$ cat config.mk
export PLATFORM = sky130hd
export DESIGN_NAME = instr_mem_loader
export DESIGN_NICKNAME = d
export VERILOG_FILES = /design/src/rtl/instr_load_pkg.sv /design/src/rtl/instr_word_assembler.sv /design/src/rtl/instr_mem_loader.sv
export SDC_FILE = /design/constraint.sdc
export NUM_CORES = 1
export LEC_CHECK = 0
export ABC_AREA = 1
export BUFFER_PORTS_ARGS = -buffer_cell sky130_fd_sc_hd__buf_2
export CELL_PAD_IN_SITES_DETAIL_PLACEMENT = 1
export CELL_PAD_IN_SITES_GLOBAL_PLACEMENT = 2
export CORE_ASPECT_RATIO = 0.8
export CORE_MARGIN = 2
export CORE_UTILIZATION = 35
export DETAILED_ROUTE_END_ITERATION = 10
export PLACE_DENSITY_LB_ADDON = 0.2
export RECOVER_POWER = 100
export SLEW_MARGIN = 20
export SYNTH_ARGS = -nofsm -noshare
export SYNTH_HDL_FRONTEND = slang
export SYNTH_SLANG_ARGS = --single-unit
$ cat constraint.sdc
create_clock -name clk -period 2.2 [get_ports clk]
set_input_delay 0.33 -clock clk [delete_from_list [all_inputs] [get_ports clk]]
set_output_delay 0.33 -clock clk [all_outputs]
set_load 0.05 [all_outputs]
$ cat src/rtl/instr_load_pkg.sv
// Shared definitions for the instruction memory loader: FSM state encoding,
// error codes and the byte-index type used by the word assembler.
package instr_load_pkg;

    localparam logic [2:0] ST_IDLE   = 3'd0;
    localparam logic [2:0] ST_LEN_LO = 3'd1;
    localparam logic [2:0] ST_LEN_HI = 3'd2;
    localparam logic [2:0] ST_DATA   = 3'd3;
    localparam logic [2:0] ST_CSUM   = 3'd4;
    localparam logic [2:0] ST_ERR    = 3'd5;

    localparam logic [1:0] ERR_NONE    = 2'b00;
    localparam logic [1:0] ERR_LEN     = 2'b01;
    localparam logic [1:0] ERR_CSUM    = 2'b10;
    localparam logic [1:0] ERR_TIMEOUT = 2'b11;

    localparam int BYTE_IDX_W = 2;
    typedef logic [BYTE_IDX_W-1:0] byte_idx_t;

endpackage

$ cat src/rtl/instr_word_assembler.sv
// Packs a little-endian byte stream into 32-bit words and emits a one-cycle
// word_valid pulse the cycle after the fourth byte of each word arrives.
module instr_word_assembler
    import instr_load_pkg::*;
(
    input  logic        clk,
    input  logic        rst_n,
    input  logic        clear,
    input  logic        byte_valid,
    input  logic [7:0]  byte_data,
    output logic        word_last,
    output logic        word_valid,
    output logic [31:0] word
);

    byte_idx_t   byte_cnt;
    logic [31:0] shift_reg;

    assign word_last = byte_valid && (byte_cnt == byte_idx_t'(3));

    // The finished word is latched separately so that byte0 of the next word,
    // arriving in the same cycle as the write strobe, cannot corrupt it.
    always_ff @(posedge clk or negedge rst_n) begin
        if (!rst_n) begin
            byte_cnt   <= '0;
            shift_reg  <= '0;
            word_valid <= 1'b0;
            word       <= '0;
        end else begin
            word_valid <= 1'b0;
            if (clear) begin
                byte_cnt <= '0;
            end else if (byte_valid) begin
                byte_cnt  <= byte_cnt + 1'b1;
                shift_reg <= {byte_data, shift_reg[31:8]};
                if (word_last) begin
                    word_valid <= 1'b1;
                    word       <= {byte_data, shift_reg[31:8]};
                end
            end
        end
    end

endmodule

$ cat src/rtl/instr_mem_loader.sv
// Receives a length-prefixed, XOR-checksummed program image over a byte link and
// writes it word by word into instruction RAM while holding the CPU stalled.
module instr_mem_loader
    import instr_load_pkg::*;
#(
    parameter int          DEPTH          = 64,
    parameter logic [31:0] BASE_ADDR      = 32'd0,
    parameter int          TIMEOUT_CYCLES = 1000000
) (
    input  logic        clk,
    input  logic        rst_n,
    input  logic        start,
    input  logic        in_valid,
    input  logic [7:0]  in_data,
    output logic        in_ready,
    output logic        wr_en,
    output logic [31:0] wr_addr,
    output logic [31:0] wr_data,
    output logic        cpu_hold,
    output logic        done,
    output logic        error,
    output logic [1:0]  err_code
);

    logic [2:0]  state;
    logic [7:0]  len_lo;
    logic [15:0] len;
    logic [15:0] word_cnt;
    logic [7:0]  csum;
    logic [31:0] idle_cnt;
    logic        receiving;
    logic        accept;
    logic        start_taken;
    logic        timeout_hit;
    logic        word_last;
    logic [15:0] len_next;

    assign receiving   = state inside {ST_LEN_LO, ST_LEN_HI, ST_DATA, ST_CSUM};
    assign in_ready    = receiving;
    assign accept      = in_valid && in_ready;
    assign start_taken = start && (state == ST_IDLE || state == ST_ERR);
    assign error       = (state == ST_ERR);
    assign len_next    = {in_data, len_lo};
    assign timeout_hit = receiving && !accept && (idle_cnt == 32'(TIMEOUT_CYCLES - 1));

    instr_word_assembler u_asm (
        .clk        (clk),
        .rst_n      (rst_n),
        .clear      (start_taken),
        .byte_valid (accept && state == ST_DATA),
        .byte_data  (in_data),
        .word_last  (word_last),
        .word_valid (wr_en),
        .word       (wr_data)
    );

    // Frame sequencing: the running XOR covers every accepted byte including C,
    // so a good frame leaves csum ^ C == 0 when the checksum byte arrives.
    always_ff @(posedge clk or negedge rst_n) begin
        if (!rst_n) begin
            state    <= ST_IDLE;
            len_lo   <= '0;
            len      <= '0;
            word_cnt <= '0;
            csum     <= '0;
            idle_cnt <= '0;
            wr_addr  <= '0;
            cpu_hold <= 1'b0;
            done     <= 1'b0;
            err_code <= ERR_NONE;
        end else begin
            done <= 1'b0;
            if (start_taken) begin
                state    <= ST_LEN_LO;
                cpu_hold <= 1'b1;
                err_code <= ERR_NONE;
                csum     <= '0;
                idle_cnt <= '0;
                word_cnt <= '0;
                len      <= '0;
                len_lo   <= '0;
            end else if (timeout_hit) begin
                state    <= ST_ERR;
                err_code <= ERR_TIMEOUT;
            end else if (receiving) begin
                if (accept) begin
                    idle_cnt <= '0;
                    csum     <= csum ^ in_data;
                    case (state)
                        ST_LEN_LO: begin
                            len_lo <= in_data;
                            state  <= ST_LEN_HI;
                        end
                        ST_LEN_HI: begin
                            len <= len_next;
                            if (32'(len_next) > 32'(DEPTH)) begin
                                state    <= ST_ERR;
                                err_code <= ERR_LEN;
                            end else if (len_next == 16'd0) begin
                                state <= ST_CSUM;
                            end else begin
                                state <= ST_DATA;
                            end
                        end
                        ST_DATA: begin
                            if (word_last) begin
                                word_cnt <= word_cnt + 16'd1;
                                wr_addr  <= BASE_ADDR + 32'(word_cnt);
                                if (word_cnt + 16'd1 == len) begin
                                    state <= ST_CSUM;
                                end
                            end
                        end
                        ST_CSUM: begin
                            if ((csum ^ in_data) == 8'h00) begin
                                state    <= ST_IDLE;
                                done     <= 1'b1;
                                cpu_hold <= 1'b0;
                            end else begin
                                state    <= ST_ERR;
                                err_code <= ERR_CSUM;
                            end
                        end
                        default: state <= ST_IDLE;
                    endcase
                end else begin
                    idle_cnt <= idle_cnt + 32'd1;
                end
            end
        end
    end

endmodule
==> results.sh <==
export IMPL_synth_flop_cell="dfrtp_1"
export IMPL_drtIter0Drc=565
export IMPL_finalCriticalPeriod_ps=2070
export IMPL_worstPathMaxFanout=4
export IMPL_h_tree_depth=4
export IMPL_clock_path_buffers=2
export IMPL_fill_cells=2846
export IMPL_antenna_cells=0
export IMPL_vias=7215
export IMPL_final_nets=1146
export IMPL_synth_top_family_by_area="simple AND/OR/NAND/NOR gates"
export IMPL_multi_input_area_sq_um=3640
export IMPL_cp_start_kind="flop"
export IMPL_place_ws_ps=20.9
export IMPL_syn_avg_cell_area_sq_um=8.07
export IMPL_ir_drop_mv=0.587
export IMPL_post_route_period_util_pct=94.3
export IMPL_synth_commonest_cells="nand2_1, dfrtp_1, inv_1"
export IMPL_synth_most_common_cell="nand2_1"
export IMPL_maxCapViolations=0
export IMPL_final_antenna_net_count=0
export IMPL_overflow=0
export IMPL_seq_area_sq_um=4060
export IMPL_synth_simple_area_share_pct=26.1
export IMPL_power_density_nw_per_um2=973
export IMPL_fin_total_pwr_mw=9.61
export IMPL_hold_viol=0
export IMPL_synth_area_leaders="dfrtp_1, nand2_1, o21ai_0"
export IMPL_critPathSlowestCell="dfrtp_2"
export IMPL_routed_wl_mm=25.9
export IMPL_synth_top_area_share_pct=48.8
export IMPL_critPathKind="flop to flop"
export IMPL_die_x_um=176
export IMPL_rsz0062_at_grt="true"
export IMPL_muxShareOfSynthArea_pct=0
export IMPL_fin_util_pct=42.3
export IMPL_hold_ws_ps=228
export IMPL_gp_congestion=0.833
export IMPL_min_path_cells=3
export IMPL_synthArstFlopShare_pct=100
export IMPL_hold_class="input port to flop"
export IMPL_ctsRootBufferMaster="clkbuf_16"
export IMPL_grt_util_all_layers_pct=21.7
export IMPL_worst_slew_pin_slew_ps=1340
export IMPL_total_leakage_power_nw=4.52
export IMPL_grt_pass1_vias=7385
export IMPL_fin_area_sq_um=9880
export IMPL_clock_latency_ps=440
export IMPL_route_detailed_drc=0
export IMPL_cts_buffers=17
export IMPL_layout_cells_non_filler=1456
export IMPL_core_area_sq_um=23300
export IMPL_area_growth_pct=18.9
export IMPL_cp_required_ps=2530
export IMPL_relSlewSlack_pct=10.3
export IMPL_ys_warn_count=0
export IMPL_syn_area_sq_um=8310
export IMPL_worst_clock_skew_ps=10.9
export IMPL_setup_tns_ps=0
export IMPL_layout_setup_ws_ps=125
export IMPL_synthXorXnorAreaFrac_pct=4.23
export IMPL_dp_cells=1419
export IMPL_drt_pass1_iterations=5
export IMPL_worst_path_buf_inv=2
export IMPL_place_detailed_hpwl_mm=19.1
export IMPL_setup_viol=0
export IMPL_via_per_inst=4.96
export IMPL_routedWlPerCell_um=17.8
export IMPL_yosys_area_top_type="dfrtp_1"
export IMPL_grt_max_degree=55
export IMPL_cts_tree="yes"
export IMPL_outcome="finished clean"
export IMPL_io_buffers=66
export IMPL_io_pins=83
export IMPL_reg2reg_depth=15
export IMPL_drive_gt1_share_pct=13.5
export IMPL_crit_family="simple AND/OR/NAND/NOR gates"
export IMPL_rows=50
export IMPL_crit_top_cell="nand2_2"
export IMPL_grt_pass1_wl_mm=41.7
export IMPL_max_freq_ghz=0.482
export IMPL_place_area_sq_um=9230
export IMPL_finalMaxSlewViolations=0
export IMPL_crit_cells=15
export IMPL_synth_seq_area_share_pct=48.8
export IMPL_clk_pin_slew_ps=80
export IMPL_cp_slowest_stage_delay_ps=470
export IMPL_antenna_found_initial=0
export IMPL_fp_dieArea_sq_um=25000
export IMPL_synth_edf_count=0
export IMPL_die_h_um=142
export IMPL_syn_inst=1029
export IMPL_synth_seq_cells=162
export IMPL_yosysUniqueCellTypes=39
export IMPL_crit_chain="ha_4, nand2_4, buf_4, inv_1, nand2_2, nand2_2, xor2_1, nor2_1, nand3_1, nor2_1, nand3_1, nand2_2, nand2_2, nand2_1, nand2_1"
export IMPL_worst_setup_path_end_kind="flop"
export IMPL_synth_fa_ha_area_share_pct=0.452
export IMPL_synth_compound_area_share_pct=11.2
export IMPL_initial_utilization_pct=35.6
export IMPL_arrival_ps=2400
export IMPL_clock_sinks=162
==> metal layers <==
metal / share of wire (%) / vias to the layer above / GRT usage, %
met2: 40 / 163 / 29.9
met3: 4.8 / 17 / 3.99
met4: 0.91 / 0 / 4.87
li1: - / 3522 / -
met5: 0 / - / 0
met1: 54 / 3513 / 34.6
==> tightest hold or removal path: cells and delay by family <==
family / cells / cell delay (ps)
buffers and inverters: 1 / 140
and+or+nand+nor: 1 / 90
AOI/OAI and AO/OA: 1 / 70
==> cell type report <==
cell class	count	area share (%)
Sequential cell	162	41.1
Clock buffer	17	4.31
Timing Repair Buffer	120	7.01
Tap cell	312	3.95
Inverter	123	4.67
Multi-Input combinational cell	707	36.9
Clock inverter	15	2.09
==> report_power, final <==
group / switching, mW / total (mW) / internal [mW]
registers: 0.307 / 3.71 / 3.40
logic: 1.87 / 2.72 / 0.843
clock network: 1.51 / 3.18 / 1.67
==> kinds of logic (layout without fill, tap and decap cells) <==
logic type | Yosys count | after routing
simple gates | 498 | 498
buf+inv | 175 | 275
fa+ha+maj | 3 | 3
xor+xnor | 37 | 37
compound gates | 153 | 153
flops | 162 | 162
other cells | 1 | 16
==> timing repair <==
action,in CTS,in global routing
resized for setup,2,45
hold endpoints to repair,24,0
hold buffers,1,0
buffers inserted,0,4
setup endpoints to repair,3,38
pin swaps,0,21
==> placed cells by master, fill, tap and decap left out, types with 3 or more instances in the layout <==
master and instances:
nand2_1 258, dfrtp_1 156, inv_1 115, o21ai_0 103, nor2_1 73, nand3_1 67
clkbuf_1 59, buf_4 41, xor2_1 34, nand4_1 25, nor3_1 23, o22ai_1 22
clkbuf_16 17, conb_1 16, nand2_2 14, buf_2 11, nor4_1 9, inv_2 8
a22o_1 8, nor2_4 7, o21ai_2 7, inv_8 7, nor2_2 6, dfrtp_2 6
clkinv_8 4, nand3_2 3, a21oi_1 3, nand3b_1 3, clkbuf_2 3, buf_12 3
==> path summary, 6_finish.rpt <==
check                         startpoint             end  slack (ps)
min                           in_data[2]         len[10]         230
max                          word_cnt[0]        state[2]         130
max reg2reg                  word_cnt[0]        state[2]         130
min reg2reg                u_asm.word[5]   u_asm.word[5]         480
max in group asynchronous          rst_n  u_asm.word[31]         270
min in group asynchronous          rst_n    word_cnt[15]         310
(Power assumes the default switching activity.)
